$ cat src/rtl/instr_encoder.sv
// rtl/instr_encoder.sv - RV32I instruction encoder with LI expansion; optional PACKED_SIMD_EN enables packed-SIMD PTYPE encodings
module instr_encoder #(
    parameter logic [31:0] BASE_ADDR = 32'h0000_0000,
    parameter int          DEPTH     = 1024
) (
    input  logic        clk,
    input  logic        rst,
    input  logic        req_valid,
    output logic        req_ready,
    input  logic [3:0]  req_kind,
    input  logic [5:0]  req_alu_op,
    input  logic [2:0]  req_f3,
    input  logic [4:0]  req_rd,
    input  logic [4:0]  req_rs1,
    input  logic [4:0]  req_rs2,
    input  logic [31:0] req_imm,
    output logic        instr_valid,
    input  logic        instr_ready,
    output logic [31:0] instr_word,
    output logic [31:0] instr_addr,
    output logic        err,
    output logic        wrapped
);

    localparam logic [31:0] END_ADDR   = BASE_ADDR + 32'(4 * DEPTH);
    localparam logic [6:0]  OPC_LOAD   = 7'b0000011;
    localparam logic [6:0]  OPC_OPIMM  = 7'b0010011;
    localparam logic [6:0]  OPC_AUIPC  = 7'b0010111;
    localparam logic [6:0]  OPC_STORE  = 7'b0100011;
    localparam logic [6:0]  OPC_OP     = 7'b0110011;
    localparam logic [6:0]  OPC_LUI    = 7'b0110111;
    localparam logic [6:0]  OPC_BRANCH = 7'b1100011;
    localparam logic [6:0]  OPC_JALR   = 7'b1100111;
    localparam logic [6:0]  OPC_JAL    = 7'b1101111;
`ifdef PACKED_SIMD_EN
    localparam logic [6:0]  OPC_PTYPE  = 7'b1110111;
`endif

    typedef enum logic {S_IDLE, S_HOLD2} state_t;

    state_t      state_q, state_d;
    logic        valid_q, valid_d;
    logic [31:0] word_q, word_d;
    logic [31:0] addr_q, addr_d;
    logic [31:0] lo_q, lo_d;
    logic        err_q, err_d;
    logic        wrapped_q, wrapped_d;

    logic        accept, out_hs;
    logic [2:0]  alu_f3;
    logic [6:0]  alu_f7;
    logic        alu_bad, is_shift;
    logic        b_in_range, j_in_range, li_small;
    logic [19:0] lui_hi;
    logic [31:0] enc_word, enc_second;
    logic        enc_two, enc_err;

    assign accept     = req_valid && req_ready;
    assign out_hs     = valid_q && instr_ready;
    assign b_in_range = (req_imm[31:12] == {20{req_imm[12]}});
    assign j_in_range = (req_imm[31:20] == {12{req_imm[20]}});
    assign li_small   = (req_imm[31:11] == {21{req_imm[11]}});
    // ADDI sign-extends its 12-bit immediate, so the upper part absorbs bit 11
    assign lui_hi     = req_imm[31:12] + {19'd0, req_imm[11]};
    assign is_shift   = (req_alu_op == 6'd2) || (req_alu_op == 6'd6) || (req_alu_op == 6'd7);

    // ALU code to funct3/funct7, mirroring the decoder's alu_control table
    always_comb begin
        alu_f3  = 3'b000;
        alu_f7  = 7'b0000000;
        alu_bad = 1'b0;
        case (req_alu_op)
            6'd0: alu_f3 = 3'b000;
            6'd1: begin alu_f3 = 3'b000; alu_f7 = 7'b0100000; end
            6'd2: alu_f3 = 3'b001;
            6'd3: alu_f3 = 3'b010;
            6'd4: alu_f3 = 3'b011;
            6'd5: alu_f3 = 3'b100;
            6'd6: alu_f3 = 3'b101;
            6'd7: begin alu_f3 = 3'b101; alu_f7 = 7'b0100000; end
            6'd8: alu_f3 = 3'b110;
            6'd9: alu_f3 = 3'b111;
            default: alu_bad = 1'b1;
        endcase
    end

    // Request to instruction word(s); enc_err marks requests that must be dropped
    always_comb begin
        enc_word   = 32'd0;
        enc_second = 32'd0;
        enc_two    = 1'b0;
        enc_err    = 1'b0;
        case (req_kind)
            4'd0: enc_word = {req_imm[11:0], req_rs1, req_f3, req_rd, OPC_LOAD};
            4'd1: begin
                if (alu_bad || req_alu_op == 6'd1) enc_err = 1'b1;
                else if (is_shift) enc_word = {alu_f7, req_imm[4:0], req_rs1, alu_f3, req_rd, OPC_OPIMM};
                else enc_word = {req_imm[11:0], req_rs1, alu_f3, req_rd, OPC_OPIMM};
            end
            4'd2: enc_word = {req_imm[31:12], req_rd, OPC_AUIPC};
            4'd3: enc_word = {req_imm[11:5], req_rs2, req_rs1, req_f3, req_imm[4:0], OPC_STORE};
            4'd4: begin
                enc_err  = alu_bad;
                enc_word = {alu_f7, req_rs2, req_rs1, alu_f3, req_rd, OPC_OP};
            end
            4'd5: enc_word = {req_imm[31:12], req_rd, OPC_LUI};
            4'd6: begin
                enc_err  = req_imm[0] || !b_in_range || req_f3 == 3'b010 || req_f3 == 3'b011;
                enc_word = {req_imm[12], req_imm[10:5], req_rs2, req_rs1, req_f3,
                            req_imm[4:1], req_imm[11], OPC_BRANCH};
            end
            4'd7: enc_word = {req_imm[11:0], req_rs1, 3'b000, req_rd, OPC_JALR};
            4'd8: begin
                enc_err  = req_imm[0] || !j_in_range;
                enc_word = {req_imm[20], req_imm[10:1], req_imm[11], req_imm[19:12], req_rd, OPC_JAL};
            end
`ifdef PACKED_SIMD_EN
            4'd9: begin
                case (req_alu_op)
                    6'h10: enc_word = {7'b0100000, req_rs2, req_rs1, 3'b000, req_rd, OPC_PTYPE};
                    6'h11: enc_word = {7'b0100000, req_rs2, req_rs1, 3'b001, req_rd, OPC_PTYPE};
                    6'h14: enc_word = {7'b0100100, req_rs2, req_rs1, 3'b000, req_rd, OPC_PTYPE};
                    6'h15: enc_word = {7'b0100100, req_rs2, req_rs1, 3'b001, req_rd, OPC_PTYPE};
                    default: enc_err = 1'b1;
                endcase
            end
`else
            4'd9: enc_err = 1'b1;
`endif
            4'd10: begin
                if (li_small) begin
                    enc_word = {req_imm[11:0], 5'd0, 3'b000, req_rd, OPC_OPIMM};
                end else begin
                    enc_two    = 1'b1;
                    enc_word   = {lui_hi, req_rd, OPC_LUI};
                    enc_second = {req_imm[11:0], req_rd, 3'b000, req_rd, OPC_OPIMM};
                end
            end
            default: enc_err = 1'b1;
        endcase
    end

    // FSM state register
    always_ff @(posedge clk or posedge rst) begin
        if (rst) state_q <= S_IDLE;
        else     state_q <= state_d;
    end

    // FSM next state: HOLD2 waits for the LUI half of a wide LI to leave
    always_comb begin
        state_d = state_q;
        case (state_q)
            S_IDLE:  if (accept && !enc_err && enc_two) state_d = S_HOLD2;
            S_HOLD2: if (out_hs) state_d = S_IDLE;
            default: state_d = S_IDLE;
        endcase
    end

    // FSM outputs: accept only in IDLE with the output slot free or draining
    always_comb begin
        req_ready = (state_q == S_IDLE) && (!valid_q || instr_ready);
    end

    // Output slot, address counter and error pulse next-state
    always_comb begin
        valid_d   = valid_q;
        word_d    = word_q;
        addr_d    = addr_q;
        lo_d      = lo_q;
        wrapped_d = wrapped_q;
        err_d     = accept && enc_err;
        if (out_hs) begin
            if (addr_q + 32'd4 == END_ADDR) begin
                addr_d    = BASE_ADDR;
                wrapped_d = 1'b1;
            end else begin
                addr_d = addr_q + 32'd4;
            end
            valid_d = 1'b0;
        end
        if (state_q == S_HOLD2) begin
            if (out_hs) begin
                word_d  = lo_q;
                valid_d = 1'b1;
            end
        end else if (accept && !enc_err) begin
            word_d  = enc_word;
            lo_d    = enc_second;
            valid_d = 1'b1;
        end
    end

    // Output and counter registers
    always_ff @(posedge clk or posedge rst) begin
        if (rst) begin
            valid_q   <= 1'b0;
            word_q    <= 32'd0;
            addr_q    <= BASE_ADDR;
            lo_q      <= 32'd0;
            err_q     <= 1'b0;
            wrapped_q <= 1'b0;
        end else begin
            valid_q   <= valid_d;
            word_q    <= word_d;
            addr_q    <= addr_d;
            lo_q      <= lo_d;
            err_q     <= err_d;
            wrapped_q <= wrapped_d;
        end
    end

    assign instr_valid = valid_q;
    assign instr_word  = word_q;
    assign instr_addr  = addr_q;
    assign err         = err_q;
    assign wrapped     = wrapped_q;

endmodule
$ cat config.mk
export PLATFORM = sky130hd
export DESIGN_NAME = instr_encoder
export DESIGN_NICKNAME = d
export VERILOG_FILES = /design/src/rtl/instr_encoder.sv
export SDC_FILE = /design/constraint.sdc
export NUM_CORES = 1
export LEC_CHECK = 0
export CORE_MARGIN = 2
export CORE_UTILIZATION = 40
export CTS_CLUSTER_SIZE = 28
export DETAILED_ROUTE_END_ITERATION = 8
export PLACE_DENSITY_LB_ADDON = 0.12
export SYNTH_ARGS = -nofsm -noshare
export SYNTH_HDL_FRONTEND = slang
export SYNTH_SLANG_ARGS = --single-unit
$ cat constraint.sdc
create_clock -name clk -period 3.4 [get_ports clk]
set_input_delay 0.68 -clock clk [delete_from_list [all_inputs] [get_ports clk]]
set_output_delay 0.68 -clock clk [all_outputs]
set_load 0.02 [all_outputs]
==> results.cfg <==
[setup_path]
reg2reg_to = instr_addr[3]
crit_fanout = 8
arrival_ps = 3330
reg2regPathDepth = 8
startpoint = instr_addr[2]
rrSetupSlack_ps = 280
required_ps = 3610
critPathCapture = instr_addr[3]
crit_type = flip-flop to flip-flop
rr_startpoint = instr_addr[2]
end_kind = flip-flop
critical_path.startpoint_type = flip-flop

[floorplanning]
core-area_um2 = 14400
row_count = 44
die_w_um = 125
ios = 132
dieArea_um2 = 15600
die_h_um = 125
initial_core_util = 0.406

[synthesis]
synthFlopType = dfrtp_1
async_flop_share = 1.00
synthesis.area_um2 = 5830
yosys-top-cells-area = dfrtp_1 (36%), nand2_1 (6.6%), xnor2_1 (4.4%), nor2_1 (4.2%), a21oi_1 (3.5%)
synth_seq_cells = 83
synth_cells = 719
synth_top_area_cell = dfrtp_1
synth_cell_types = 70
synth_top_area_frac = 0.356
synth_area_per_cell_um2 = 8.11
synth_edf_count = 0
yosys_warnings = 0
synth_sequential_area_ratio = 0.356

[detailed_routing]
dr.pass1.iters = 6
viasPerCell = 5.88
drc = 0
highest_layer = met4
wl_met1_um = 9180
routed-wl-met2_um = 9300
wl_per_cell_um = 19.1
first_iter_violations = 671
ant_nets = 0
wl_met3_um = 1420
wirelength_um = 20200
via_count = 6242

[global_routing]
grt_pass1_vias = 5910
antenna_found_initial = 1
grt_max_degree = 55
grt_usage = 0.262
grt_pass1_wl_um = 32700
grt_overflow = 0

[timing]
rsz0062_at_grt = no
slew_headroom = 0.409
worstMarginPinSlew_ps = 879
finalCritPeriodShare = 0.917
finalMaxSlewViolations = 0
hold_viol_final = 0
finClkSkew_ps = 11.7
setup_viol = 0
setup_ws_ps = 284
setup_tns_ps = 0
fin_crit_ps = 3120
max_freq_mhz = 321

[cts]
cts_hold_buf = 0
post_cts_buffers = 0
htreeDepth = 3
clk_latency_ps = 350
cts-root-buf = clkbuf_16
cts_sinks = 83
post_cts_resized = 0
numCtsBuffers = 9
ctsLongestPathBuffers = 2
cts.clk_slew.worst_paths_ps = 60
cts_tree = built

[hold_path]
min_path_type = flip-flop to flip-flop

[power]
leakagePower_nw = 3.17
p_sw_mw = 1.20
peakVddDrop_v = 0.000315
p_sw_frac = 0.345
power_frac_seq = 0.365
comb_power_share = 0.344
p_int_mw = 2.28
clkPwrFrac = 0.291
p_per_area_nw_per_um2 = 439

[cells_and_area]
drive_above_1_share = 0.122
finalNonFillerCells = 1061
final_nets = 939
finish.instance_area_um2 = 7940
syn_to_final_growth_pct = 36.2

[placed_design]
dp_cells = 1044
pre_cts_ws_ps = 40.9
dp_hpwl_um = 15700
postPlaceCellArea_um2 = 7630
io_buffers = 129
routabilityCongestion = 0.961

[job]
cap_violations = 0

[outcome]
status = finished, final reports clean
==> flip-flops by register name, indices dropped and copies added, names as in the netlist <==
register     flops
instr_word      31
instr_valid      1
state_q          1
wrapped          1
instr_addr      30
err              1
lo_q            18
==> Yosys cell counts (4+ instances only) <==
cell type,number
o211ai_1,5
or3_1,4
nand2b_1,11
nor4_1,8
a31o_2,4
and3_1,12
xor2_1,16
buf_4,5
a221o_1,8
and4_1,7
mux2i_1,5
buf_2,20
nor2_1,66
or2_2,7
nand4_1,20
dfrtp_1,83
nand2_1,102
inv_1,14
nor3_1,19
nand3_1,30
o221ai_1,5
a211oi_1,6
nor2b_1,6
o21a_1,4
ha_1,4
and2_1,6
a21oi_1,41
a31oi_1,13
nor3b_1,8
clkbuf_1,24
xnor2_1,29
a22oi_1,9
nand4b_1,4
a21o_1,6
a222oi_1,5
o21ai_0,40
o22ai_1,6
a221oi_1,5
==> cell type report <==
type	count	area, µm²
Tap cell	184	230
Clock buffer	9	225
Sequential cell	83	2080
Multi-Input combinational cell	567	3440
Inverter	15	57.6
Fill cell	1317	6420
Antenna cell	1	2.50
Timing Repair Buffer	195	1820
Clock inverter	7	83.8
==> cells by family after synthesis <==
family	count (synthesis)	share of synthesized area
AOI/OAI and AO/OA	184	0.214
xor gates and xnor gates	45	0.0676
adders and majority gates	4	0.00858
buffers and inverters	70	0.0554
DFF	83	0.356
muxes	8	0.0144
other	1	0.000643
and+or+nand+nor	324	0.283
==> per-stage QoR <==
step            util  hold WS (ps)  power [mW]
2_1_floorplan      -           441        1.87
6_report       0.553           476        3.48
5_1_grt        0.553           491        3.67
3_5_place_dp   0.531           466        2.48
3_3_place_gp   0.531           464        2.47
4_1_cts        0.553           482        3.52
==> placed cells by master (no fill, tap or decap), drive strengths merged, types with 5 or more instances in the layout <==
cell type,synthesis,final
a22oi,9,9
a31oi,13,13
o21ai,41,41
buf,30,66
clkdlybuf4s50,0,129
nand2b,11,11
a222oi,5,5
a221o,8,8
a21oi,41,41
nand4,21,21
a211oi,6,6
and4,7,7
nor3,19,19
a21o,6,6
clkbuf,25,9
o22ai,6,6
o221ai,5,5
nor2b,6,6
xor2,16,16
nand2,102,102
a221oi,6,6
nor4,12,12
and3,12,12
nand3,31,31
nor2,67,67
o211ai,5,5
dfrtp,83,83
or2,7,7
inv,14,16
xnor2,29,29
and2,6,6
nor3b,8,8
mux2i,5,5
==> how the worst min path moves through the flow <==
stage | startpoint | end | slack [ps] | cells past startpoint
detailed placement | lo_q[4] | lo_q[4] | 470 | 2
global route | lo_q[4] | lo_q[4] | 490 | 2
finish | lo_q[4] | lo_q[4] | 480 | 2
global placement | lo_q[4] | lo_q[4] | 460 | 2
floorplan | lo_q[4] | lo_q[4] | 440 | 2
CTS | lo_q[4] | lo_q[4] | 480 | 2
==> routing by layer <==
| layer | global-route usage | vias up |
|---|---|---|
| met5 | 0 | - |
| met4 | 0.0635 | 0 |
| met1 | 0.370 | 2984 |
| met2 | 0.416 | 296 |
| li1 | - | 2931 |
| met3 | 0.0503 | 31 |
==> power by group through the flow <==
stage | logic [mW] | clock network [mW] | registers, mW
finish | 1.20 | 1.01 | 1.27
global placement | 1.19 | 0 | 1.29
detailed placement | 1.20 | 0 | 1.29
CTS | 1.20 | 1.04 | 1.27
floorplan | 0.432 | 0 | 1.44
global route | 1.28 | 1.09 | 1.30
==> worst max-delay path, stage by stage (launching register included) <==
cell	delay [ps]
dfrtp_1	440
ha_1	330
nand4_1	380
nor3_1	470
nand3_1	160
xnor2_1	150
or4_1	470
nor4_2	430
o21ai_0	160
No activity file was read; power rests on OpenSTA's default activity.
==> edit, RTL diff (same settings) <==
Put one more register stage on the output `err`. The value now appears one clock later. The other outputs are not delayed to match.
--- a/src/rtl/instr_encoder.sv
+++ b/src/rtl/instr_encoder.sv
@@ -212,7 +212,9 @@
     assign instr_valid = valid_q;
     assign instr_word  = word_q;
     assign instr_addr  = addr_q;
-    assign err         = err_q;
+    always_ff @(posedge clk) begin
+        err <= err_q;
+    end
     assign wrapped     = wrapped_q;
 
 endmodule
Check against the original RTL: not equivalent (a bounded check fails within 4 cycles, from zero or initial values and one cycle with rst high).
==> edit against the unedited design <==
Routed wire length is 0.47% lower; total power is 0.20% lower; area after synthesis is 0.34% higher; final cell count is 0.28% lower; design area is 0.13% lower; count of clock-buffer cells in the layout stayed put; first-iteration DRC count is 16% lower; synthesized cell count is 0.14% higher; setup slack better by 0.062 ns; hold slack worse by 0.13 ns; sequential cell count is 1 higher; register-to-register slack better by 0.26 ns; largest power group unchanged.
==> edit: results (changes against the unedited design) <==
| Metric | Value |
|---|---|
| Cell variety after synth | `71 (+1.4%)` |
| Gr usage total | `25.8% (-0.41 points)` |
| CTS clk-pin slew, worst paths | `0.06 ns (about the same)` |
| Reg2reg end | `instr_addr[3]$_DFFE_PP0P_` |
| Post-CTS Setup Inserts | `0 (unchanged)` |
| CP Capture Point | `instr_word[5]$_DFFE_PP0P_` |
| Worst-Margin Slew | `0.852 ns (-0.0269 ns)` |
| Yosys top cell area share | `35.5% (-0.12 points)` |
| Starting DRT DRC Count | `564 (-16%)` |
| GP Congestion | `0.983 (+2.3%)` |
| Type of the worst min-delay path | `flip-flop to flip-flop` |
| Ys Warns | `0 (unchanged)` |
| P_leak | `3.16 nW (-0.26%)` |
| Outcome | `finished clean` |
| Max reg flops | `31 (unchanged)` |
| Total wire length | `20.2 mm (-0.47%)` |
| Clk_skew | `0.0113 ns (-0.000399 ns)` |
| Root Driver | `clkbuf_16` |
| R2R Setup Slk | `0.54 ns (+0.26 ns)` |
| Worst Path Max Fanout | `21 (+13)` |
| Synth cell count leaders | `nand2_1 (102), dfrtp_1 (83), nor2_1 (66)` |
| Register-to-Register Path Depth | `7 (-1)` |
| # fillers | `1344 (+2.1%)` |
| Synth top area cells | `dfrtp_1 (36%), nand2_1 (6.5%), xnor2_1 (4.3%)` |
| First-pass GRT wire length | `32.5 mm (-0.49%)` |
| DRT Pass-1 Iters | `6 (unchanged)` |
| Post-synth top flop | `dfrtp_1` |
| ANT cells | `0 (-1)` |
| R2r startpoint | `instr_addr[8]$_DFFE_PP0P_` |
| Layout net count | `937 (-0.21%)` |
| Fraction of layout cells with a size suffix above 1 | `12.0% (-0.20 points)` |
| Via/cell ratio | `5.86 (-0.44%)` |
| Detailed Place HPWL | `15.4 mm (-1.9%)` |
| Sequential fraction of the synthesis area | `35.8% (+0.22 points)` |
| Post-CTS sizing | `0 (unchanged)` |
| Largest net degree at the start of global routing | `39 (-29%)` |
| Worst skew pair latency | `0.35 ns (about the same)` |
| Vias in the first global route | `5958 (+0.81%)` |
| Peak supply drop | `0.324 mV (+3.1%)` |
| Port buffer count | `129 (unchanged)` |
| Crit path arrival time | `3.31 ns (-0.02 ns)` |
| Setup crit start | `req_imm[22]` |
| CTS Buf Count | `9 (unchanged)` |
| H-tree depth | `3 (unchanged)` |
| Asr flop ratio synth | `98.8% (-1.2 points)` |
| Initial antenna violation count | `0 (-1)` |
| CTS Buffer Depth | `2 (unchanged)` |
edit: per-layer routing:
layer	vias up	routed length [um]	global-route usage, %
met2	251	9110	40.0
met1	3009	9500	38.0
met4	0	287	6.93
met3	21	1250	3.64
li1	2916	-	-
met5	-	0	0
edit: area by class of cell:
cell class / count / area (um^2) / area share (%)
Multi-Input combinational cell: 567 / 3450 / 43.5
Sequential cell: 84 / 2100 / 26.4
Timing Repair Buffer: 192 / 1800 / 22.7
Tap cell: 184 / 230 / 2.90
Clock buffer: 9 / 225 / 2.84
Clock inverter: 7 / 72.6 / 0.915
Inverter: 15 / 57.6 / 0.725
edit: how the worst min path moves through the flow:
stage / to / depth (start not counted) / from / slack (ns)
final: err$_DFF_P_ / 0 / err_q$_DFF_PP0_ / 0.34
after global routing: err$_DFF_P_ / 0 / err_q$_DFF_PP0_ / 0.36
after CTS: err$_DFF_P_ / 0 / err_q$_DFF_PP0_ / 0.34
after detailed placement: err$_DFF_P_ / 0 / err_q$_DFF_PP0_ / 0.33
after global placement: err$_DFF_P_ / 0 / err_q$_DFF_PP0_ / 0.33
after floorplan: err$_DFF_P_ / 0 / err_q$_DFF_PP0_ / 0.32
edit: per-stage QoR:
stage	hold WS (ns)	setup TNS, ns	setup WS (ns)	cell area (um^2)	instances
detailed placement	0.327	-2.24	-0.149	7630	1042
finish	0.343	0	0.345	7930	1058
CTS	0.342	0	0.205	7930	1058
global placement	0.333	-0.948	-0.0861	7630	1042
floorplan	0.324	0	0.583	5850	721
global route	0.363	0	0.108	7930	1058
edit: report_power, final:
| group | total, W | switching, W | internal (W) |
|---|---|---|---|
| combinational | 0.00118 | 0.000631 | 0.000553 |
| clock | 0.00100 | 0.000429 | 0.000572 |
| sequential | 0.00129 | 0.000135 | 0.00116 |
| total | 0.00348 | 0.00120 | 0.00228 |
edit: cells by family (layout without fill, tap and decap cells):
logic type | count (synthesis) | in the layout | synth area share (%)
and+or+nand+nor | 324 | 324 | 28.2
AOI/OAI and AO/OA | 184 | 184 | 21.3
DFF | 84 | 84 | 35.8
buffers and inverters | 70 | 223 | 5.52
xor gates and xnor gates | 45 | 45 | 6.74
muxes | 8 | 8 | 1.43
adders and majority gates | 4 | 4 | 0.855
other | 1 | 2 | 0.0641
edit: critical path, stage by stage:
cell,delay (ns)
clkdlybuf4s50_1,0.50
buf_4,0.15
and4_1,0.34
nand4_1,0.13
a211oi_1,0.34
o21ai_1,0.12
buf_4,0.16
o31ai_4,0.31
buf_4,0.30
o21ai_0,0.15
o22ai_1,0.14
